$ cat config.mk
export PLATFORM = sky130hd
export DESIGN_NAME = dcm_reset_ctrl_flat
export DESIGN_NICKNAME = d
export VERILOG_FILES = /design/src/rtl/dcm_ctrl_pkg.sv /design/src/rtl/dcm_reset_ctrl_if.sv /design/src/rtl/sync_2ff.sv /design/src/rtl/dcm_reset_ctrl.sv /design/src/flat_wrapper.sv
export SDC_FILE = /design/constraint.sdc
export NUM_CORES = 1
export LEC_CHECK = 0
export BUFFER_PORTS_ARGS = -buffer_cell sky130_fd_sc_hd__buf_2
export CORE_UTILIZATION = 50
export DETAILED_ROUTE_END_ITERATION = 10
export PLACE_DENSITY = 0.82
export SETUP_SLACK_MARGIN = 0.15
export SLEW_MARGIN = 20
export SYNTH_ARGS = -nofsm -noshare
export SYNTH_HDL_FRONTEND = slang
export SYNTH_SLANG_ARGS = --single-unit
$ cat constraint.sdc
create_clock -name CLK -period 4.71 [get_ports CLK]
set_input_delay 0.471 -clock CLK [delete_from_list [all_inputs] [get_ports CLK]]
set_output_delay 0.471 -clock CLK [all_outputs]
set_load 0.01 [all_outputs]
$ cat src/rtl/dcm_ctrl_pkg.sv
// Shared types and constants for the DCM_SP reset sequencer.
package dcm_ctrl_pkg;

    typedef enum logic [2:0] {
        ST_RST_HOLD  = 3'd0,
        ST_WAIT_LOCK = 3'd1,
        ST_STABILIZE = 3'd2,
        ST_RUN       = 3'd3,
        ST_FAULT     = 3'd4
    } state_e;

    // DCM_SP STATUS bit positions
    localparam int unsigned CLKIN_STOPPED = 1;
    localparam int unsigned CLKFX_STOPPED = 2;

    localparam int unsigned RETRY_W = 2;

    // Width of a counter that must reach (largest timing parameter - 1)
    function automatic int unsigned cnt_width(input int unsigned a,
                                              input int unsigned b,
                                              input int unsigned c);
        int unsigned m;
        m = a;
        if (b > m) m = b;
        if (c > m) m = c;
        if (m <= 2) return 1;
        return $clog2(m);
    endfunction

endpackage

$ cat src/rtl/dcm_reset_ctrl_if.sv
// DCM-facing and system-facing signals of the reset sequencer.
interface dcm_reset_ctrl_if;
    import dcm_ctrl_pkg::*;

    logic               LOCKED;
    logic [7:0]         STATUS;
    logic               RESTART;
    logic               DCM_RST;
    logic               SYS_RESET;
    logic               READY;
    logic               FAULT;
    logic               LOSS_EVT;
    logic [RETRY_W-1:0] RETRY_CNT;

    // Controller side
    modport master (
        input  LOCKED, STATUS, RESTART,
        output DCM_RST, SYS_RESET, READY, FAULT, LOSS_EVT, RETRY_CNT
    );

    // DCM / downstream side
    modport slave (
        output LOCKED, STATUS, RESTART,
        input  DCM_RST, SYS_RESET, READY, FAULT, LOSS_EVT, RETRY_CNT
    );

endinterface

$ cat src/rtl/sync_2ff.sv
// Two-flop synchroniser for signals asynchronous to clk_i.
module sync_2ff #(
    parameter int unsigned WIDTH = 1
) (
    input  logic             clk_i,
    input  logic             rst_i,
    input  logic [WIDTH-1:0] d_i,
    output logic [WIDTH-1:0] q_o
);

    logic [WIDTH-1:0] meta_q;
    logic [WIDTH-1:0] sync_q;

    // Capture stage followed by resolution stage
    always_ff @(posedge clk_i) begin
        if (rst_i) begin
            meta_q <= '0;
            sync_q <= '0;
        end else begin
            meta_q <= d_i;
            sync_q <= meta_q;
        end
    end

    assign q_o = sync_q;

endmodule

$ cat src/rtl/dcm_reset_ctrl.sv
// DCM_SP reset sequencer: holds DCM RST, waits for LOCKED with timeout and
// bounded retries, requires a stable-lock window before releasing SYS_RESET,
// and re-sequences on lock loss.
// Optional build macro DCM_STATUS_MON_EN: synchronised STATUS[1]/STATUS[2]
// fail a stabilising attempt and count as lock loss in RUN.
module dcm_reset_ctrl
    import dcm_ctrl_pkg::*;
#(
    parameter int unsigned RST_HOLD_CYCLES = 4,
    parameter int unsigned LOCK_TIMEOUT    = 1024,
    parameter int unsigned STABLE_CYCLES   = 16,
    parameter int unsigned MAX_RETRIES     = 3
) (
    input  logic              CLK,
    input  logic              RESET,
    dcm_reset_ctrl_if.master  dcm
);

    localparam int unsigned CNT_W = cnt_width(RST_HOLD_CYCLES, LOCK_TIMEOUT, STABLE_CYCLES);

    state_e             state_q, state_d;
    logic [CNT_W-1:0]   cnt_q, cnt_d;
    logic [RETRY_W-1:0] retry_q, retry_d;
    logic               attempt_fail;

    logic dcm_rst_q, dcm_rst_d;
    logic sys_reset_q, sys_reset_d;
    logic ready_q, ready_d;
    logic fault_q, fault_d;
    logic loss_q, loss_d;

    logic [0:0] s_lock_v;
    logic       s_lock;
    logic       status_bad;
    logic       status_unused;

    sync_2ff #(.WIDTH(1)) u_lock_sync (
        .clk_i (CLK),
        .rst_i (RESET),
        .d_i   (dcm.LOCKED),
        .q_o   (s_lock_v)
    );
    assign s_lock = s_lock_v[0];

`ifdef DCM_STATUS_MON_EN
    logic [1:0] s_status;

    sync_2ff #(.WIDTH(2)) u_status_sync (
        .clk_i (CLK),
        .rst_i (RESET),
        .d_i   ({dcm.STATUS[CLKFX_STOPPED], dcm.STATUS[CLKIN_STOPPED]}),
        .q_o   (s_status)
    );
    assign status_bad    = |s_status;
    assign status_unused = ^{dcm.STATUS[7:3], dcm.STATUS[0]};
`else
    assign status_bad    = 1'b0;
    assign status_unused = ^dcm.STATUS;
`endif

    // State, counters and registered outputs
    always_ff @(posedge CLK) begin
        if (RESET) begin
            state_q     <= ST_RST_HOLD;
            cnt_q       <= '0;
            retry_q     <= '0;
            dcm_rst_q   <= 1'b1;
            sys_reset_q <= 1'b1;
            ready_q     <= 1'b0;
            fault_q     <= 1'b0;
            loss_q      <= 1'b0;
        end else begin
            state_q     <= state_d;
            cnt_q       <= cnt_d;
            retry_q     <= retry_d;
            dcm_rst_q   <= dcm_rst_d;
            sys_reset_q <= sys_reset_d;
            ready_q     <= ready_d;
            fault_q     <= fault_d;
            loss_q      <= loss_d;
        end
    end

    // Next state, phase counter and retry bookkeeping
    always_comb begin
        state_d      = state_q;
        cnt_d        = cnt_q + CNT_W'(1);
        retry_d      = retry_q;
        attempt_fail = 1'b0;

        case (state_q)
            ST_RST_HOLD: begin
                if (cnt_q == CNT_W'(RST_HOLD_CYCLES - 1)) state_d = ST_WAIT_LOCK;
            end
            ST_WAIT_LOCK: begin
                if (s_lock)                                    state_d = ST_STABILIZE;
                else if (cnt_q == CNT_W'(LOCK_TIMEOUT - 1))    attempt_fail = 1'b1;
            end
            ST_STABILIZE: begin
                if (!s_lock || status_bad)                     attempt_fail = 1'b1;
                else if (cnt_q == CNT_W'(STABLE_CYCLES - 1))   state_d = ST_RUN;
            end
            ST_RUN: begin
                if (!s_lock || status_bad) state_d = ST_RST_HOLD;
            end
            ST_FAULT: begin
                if (dcm.RESTART) begin
                    state_d = ST_RST_HOLD;
                    retry_d = '0;
                end
            end
            default: state_d = ST_RST_HOLD;
        endcase

        if (attempt_fail) begin
            if (retry_q == RETRY_W'(MAX_RETRIES)) begin
                state_d = ST_FAULT;
            end else begin
                state_d = ST_RST_HOLD;
                if (retry_q != '1) retry_d = retry_q + RETRY_W'(1);
            end
        end

        if (state_d == ST_RUN)   retry_d = '0;
        if (state_d != state_q)  cnt_d   = '0;
    end

    // Output decode from the next state so outputs move with the state
    always_comb begin
        dcm_rst_d   = 1'b1;
        sys_reset_d = 1'b1;
        ready_d     = 1'b0;
        fault_d     = 1'b0;
        loss_d      = (state_q == ST_RUN) && (state_d == ST_RST_HOLD);

        case (state_d)
            ST_WAIT_LOCK, ST_STABILIZE: dcm_rst_d = 1'b0;
            ST_RUN: begin
                dcm_rst_d   = 1'b0;
                sys_reset_d = 1'b0;
                ready_d     = 1'b1;
            end
            ST_FAULT: fault_d = 1'b1;
            default: ;
        endcase
    end

    assign dcm.DCM_RST   = dcm_rst_q;
    assign dcm.SYS_RESET = sys_reset_q;
    assign dcm.READY     = ready_q;
    assign dcm.FAULT     = fault_q;
    assign dcm.LOSS_EVT  = loss_q;
    assign dcm.RETRY_CNT = retry_q;

endmodule

$ cat src/flat_wrapper.sv
// flat-port wrapper written by rule: the top's interface ports become plain ports
module dcm_reset_ctrl_flat import dcm_ctrl_pkg::*;
#(
    parameter int unsigned RST_HOLD_CYCLES = 4,
    parameter int unsigned LOCK_TIMEOUT    = 1024,
    parameter int unsigned STABLE_CYCLES   = 16,
    parameter int unsigned MAX_RETRIES     = 3
)
  (CLK, RESET, dcm_LOCKED, dcm_STATUS, dcm_RESTART, dcm_DCM_RST, dcm_SYS_RESET, dcm_READY, dcm_FAULT, dcm_LOSS_EVT, dcm_RETRY_CNT);
  dcm_reset_ctrl_if dcm_i ();
  input  logic CLK;
  input  logic RESET;
  input wire logic [$bits(dcm_i.LOCKED)-1:0] dcm_LOCKED;
  input wire logic [$bits(dcm_i.STATUS)-1:0] dcm_STATUS;
  input wire logic [$bits(dcm_i.RESTART)-1:0] dcm_RESTART;
  output wire logic [$bits(dcm_i.DCM_RST)-1:0] dcm_DCM_RST;
  output wire logic [$bits(dcm_i.SYS_RESET)-1:0] dcm_SYS_RESET;
  output wire logic [$bits(dcm_i.READY)-1:0] dcm_READY;
  output wire logic [$bits(dcm_i.FAULT)-1:0] dcm_FAULT;
  output wire logic [$bits(dcm_i.LOSS_EVT)-1:0] dcm_LOSS_EVT;
  output wire logic [$bits(dcm_i.RETRY_CNT)-1:0] dcm_RETRY_CNT;
  assign dcm_i.LOCKED = dcm_LOCKED;
  assign dcm_i.STATUS = dcm_STATUS;
  assign dcm_i.RESTART = dcm_RESTART;
  assign dcm_DCM_RST = dcm_i.DCM_RST;
  assign dcm_SYS_RESET = dcm_i.SYS_RESET;
  assign dcm_READY = dcm_i.READY;
  assign dcm_FAULT = dcm_i.FAULT;
  assign dcm_LOSS_EVT = dcm_i.LOSS_EVT;
  assign dcm_RETRY_CNT = dcm_i.RETRY_CNT;
  dcm_reset_ctrl #(.RST_HOLD_CYCLES(RST_HOLD_CYCLES), .LOCK_TIMEOUT(LOCK_TIMEOUT), .STABLE_CYCLES(STABLE_CYCLES), .MAX_RETRIES(MAX_RETRIES)) u_core (.CLK(CLK), .RESET(RESET), .dcm(dcm_i));
endmodule
==> summary.md <==
• number of storage elements in the synthesis netlist: 22
• leftover overflow at the end of global routing: 0
• # diodes: 0
• Sequential cell area: 440 sq um
• share of flip-flops with an asynchronous set or reset: 0%
• number of synthesized flops with an enable pin: 0
• clock tree from TritonCTS: yes
• post-synthesis cell type count: 39
• die span in x: 48.1 um
• Routability Congestion: 0.893
• max frequency: 531 MHz
• area of the die: 2310 sq um
• clock network power share: 31.2%
• first-pass GRT wire length: 3180 um
• post-route non-filler standard cell count: 151
• IR drop worst, VDD: 0.000255 V
• Inserted Clock Buffers: 3
• number of clock sinks seen by CTS: 22
• number of antenna violations at the first check in global routing: 0
• maximum fanout along the worst path: 10
• Required @ worst endpoint: 4900 ps
• type of the setup path with the least slack: flop to flop
• area of the mapped netlist: 1060 sq um
• Hold/Removal Path Class: primary input to flop
• sum of net half-perimeters after detailed placement: 1380 um
• leading area contributor after synthesis: sky130_fd_sc_hd__dfxtp_1
• average via count per standard cell: 5.67
• Net Switching: 0.0000767 W
• Int Pwr: 0.000251 W
• yosys synthesis warning count: 0
• Leakage Power: 0.412 nW
• DRC violations left: 0
• unrepaired setup endpoints after global routing: false
• maximum number of pins on one net before global-route repair: 15
• final setup TNS: 0 ps
• Layout Area Growth over Synthesis: 9.67%
• top-level I/O count: 19
• number of nets in the layout: 139
• global router's overall resource usage: 20.3%
• post-CTS setup repair buffer count: 0
• row count: 16
• Worst slew margin: 64.9%
• Net Count, Synth: 128
• Least-Margin Pin Slew: 525 ps
• final count of hold timing violations: 0
• source-to-sink clock delay at the later pin of the worst-skew pair: 310 ps
• share of post-route cells with drive strength above 1: 20.2%
• crit start category: flop
• final routed wire length divided by cell count: 12.5 um
• power after layout: 0.000327 W
• endpoint arrival time on the critical path: 2070 ps
• number of gates resized after cts: 0
• buffers from clock root to sink, at most: 2
• total of fill cells in the finished design: 180
• total core area: 1980 sq um
• power density relative to cell area: 281 nW/um^2
• sequential-to-total area share from yosys stat: 41.5%
• sequential cell fraction of total power: 60.6%
• vias in the first global route: 713
• Syn Inst Count: 114
• initial standard-cell utilization of the core: 53.5%
• switch share: 23.4%
• number of placed instances with taps included: 147
• CTS H-tree lvls: 1
• Initial DRT Pass Iterations: 4
• status: complete, no violations
• number of buffer cells added on primary ports: 10
• DRT antenna net count: 0
• post-route clock period utilization: 40.0%
• Worst setup EP type: flop
• CTS root buf: sky130_fd_sc_hd__clkbuf_4
• time the worst path needs with I/O delays and setup: 1880 ps
• proportion of netlist area held by the largest area contributor: 41.5%
• Iteration-0 DRC Markers: 13
• final count of negative-setup-slack endpoints: 0
• Max Cap Viol: 0
• cells taking the most area after synthesis: sky130_fd_sc_hd__dfxtp_1 (42%), sky130_fd_sc_hd__nor3_1 (6.6%), sky130_fd_sc_hd__xor2_1 (4.1%)
• DRT Wirelength: 1890 um
• Slew Viols, Final: 0
• portion of total power attributed to combinational logic: 8.1%
• die outline height: 48.1 um
• worst-case clock skew: 9.75 ps
• Post-synth top flop: sky130_fd_sc_hd__dfxtp_1
• average size of a mapped cell: 9.31 sq um
• clock-pin slew of the registers on the worst-case setup and hold paths: 120 ps
• quantity of hold-fixing buffers added after cts: 0
• vias post-DR: 856
• area occupied by multi-input gates: 588 sq um
==> power by group through the flow <==
stage | clock network (W) | logic, W | registers [W]
final | 0.000102 | 0.0000265 | 0.000198
after global routing | 0.000111 | 0.0000293 | 0.000200
after CTS | 0.000104 | 0.0000268 | 0.000198
after detailed placement | 0 | 0.0000266 | 0.000203
after global placement | 0 | 0.0000256 | 0.000202
after floorplan | 0 | 0.0000228 | 0.000200
==> final cells by class <==
class	count	area share, %
multi-input cells	84	50.5
flip-flops and latches	22	37.8
repair buffers	10	4.30
clock buffers	4	3.12
well taps	27	2.90
inverters	4	1.29
==> sequential cells by signal, summed over array words and instances (netlist names) <==
name,cells
u_core.cnt_q,10
u_core.dcm.DCM_RST,1
u_core.dcm.FAULT,1
u_core.dcm.LOSS_EVT,1
u_core.dcm.READY,1
u_core.dcm.RETRY_CNT,2
u_core.dcm.SYS_RESET,1
u_core.state_q,3
u_core.u_lock_sync.meta_q,1
u_core.u_lock_sync.q_o,1
==> cells in the final DEF (no fill, tap or decap), types with 2 or more instances in the layout <==
master / instances
sky130_fd_sc_hd__a211oi_1: 2
sky130_fd_sc_hd__a21oi_1: 4
sky130_fd_sc_hd__buf_2: 10
sky130_fd_sc_hd__clkbuf_4: 3
sky130_fd_sc_hd__dfxtp_1: 22
sky130_fd_sc_hd__ha_1: 2
sky130_fd_sc_hd__inv_1: 4
sky130_fd_sc_hd__nand2_1: 6
sky130_fd_sc_hd__nand2b_1: 2
sky130_fd_sc_hd__nand3_1: 3
sky130_fd_sc_hd__nand4_1: 2
sky130_fd_sc_hd__nor2_1: 6
sky130_fd_sc_hd__nor2b_1: 4
sky130_fd_sc_hd__nor3_1: 14
sky130_fd_sc_hd__nor4_1: 2
sky130_fd_sc_hd__nor4b_1: 2
sky130_fd_sc_hd__o211ai_1: 2
sky130_fd_sc_hd__o21ai_0: 6
sky130_fd_sc_hd__o311ai_2: 2
sky130_fd_sc_hd__xnor2_1: 3
sky130_fd_sc_hd__xor2_1: 5
==> kinds of logic (layout without fill, tap and decap cells) <==
family / after synthesis / after routing / share of synthesized area [%]
AO/OA/AOI/OAI: 21 / 21 / 16.3
AND/OR/NAND/NOR: 52 / 52 / 29.1
flip-flops: 22 / 22 / 41.5
buffers and inverters: 8 / 18 / 3.06
adder cells (fa/ha/maj): 2 / 2 / 2.36
multiplexers: 1 / 1 / 1.06
XOR/XNOR: 8 / 8 / 6.60
==> per-stage QoR <==
stage | hold WS [ps] | worst slack (ps) | cell area, sq um | util [%]
4_1_cts | 372 | 2800 | 1160 | 58.7
2_1_floorplan | 414 | 3000 | 1060 | -
3_5_place_dp | 450 | 2810 | 1130 | 56.9
6_report | 371 | 2830 | 1160 | 58.7
3_3_place_gp | 417 | 2860 | 1130 | 56.9
5_1_grt | 378 | 2700 | 1160 | 58.7
==> worst max-delay path, stage by stage, from the launching register on <==
cell	delay, ps
sky130_fd_sc_hd__dfxtp_1	380
sky130_fd_sc_hd__ha_1	240
sky130_fd_sc_hd__nand3_2	160
sky130_fd_sc_hd__or4_4	610
sky130_fd_sc_hd__o21ai_4	280
sky130_fd_sc_hd__nor3_1	90
==> metal layers <==
layer  GRT usage (%)  vias up  part of all wire (%)
met1            27.1      385                    49
met5               0        -                     0
met2            29.5       23                    43
met4            11.7        0                   2.4
met3            5.28        5                   4.7
li1                -      443                     -
==> cell usage after synthesis, types with 2 or more instances <==
cell,count
sky130_fd_sc_hd__buf_2,2
sky130_fd_sc_hd__xor2_1,5
sky130_fd_sc_hd__o311ai_2,2
sky130_fd_sc_hd__ha_1,2
sky130_fd_sc_hd__dfxtp_1,22
sky130_fd_sc_hd__xnor2_1,3
sky130_fd_sc_hd__nand3_1,3
sky130_fd_sc_hd__nand2b_1,2
sky130_fd_sc_hd__o21ai_0,6
sky130_fd_sc_hd__nor3_1,14
sky130_fd_sc_hd__nor4_1,2
sky130_fd_sc_hd__a21oi_1,4
sky130_fd_sc_hd__nand2_1,6
sky130_fd_sc_hd__nand4_1,2
sky130_fd_sc_hd__nor2_1,6
sky130_fd_sc_hd__nor2b_1,4
sky130_fd_sc_hd__o211ai_1,2
sky130_fd_sc_hd__inv_1,4
sky130_fd_sc_hd__a211oi_1,2
sky130_fd_sc_hd__nor4b_1,2
==> path summary, 6_finish.rpt <==
| path | from | slack (ps) | depth (start not counted) | end |
|---|---|---|---|---|
| setup / recovery | u_core.cnt_q[0]$_SDFF_PP0_ | 2830 | 5 | u_core.cnt_q[5]$_SDFF_PP0_ |
| hold / removal | dcm_LOCKED | 370 | 2 | u_core.u_lock_sync.meta_q$_SDFF_PP0_ |
| setup reg to reg | u_core.cnt_q[0]$_SDFF_PP0_ | 2830 | 5 | u_core.cnt_q[5]$_SDFF_PP0_ |
| hold reg to reg | u_core.u_lock_sync.meta_q$_SDFF_PP0_ | 460 | 1 | u_core.u_lock_sync.q_o$_SDFF_PP0_ |
Note: power is estimated with default switching activity, not from simulation.
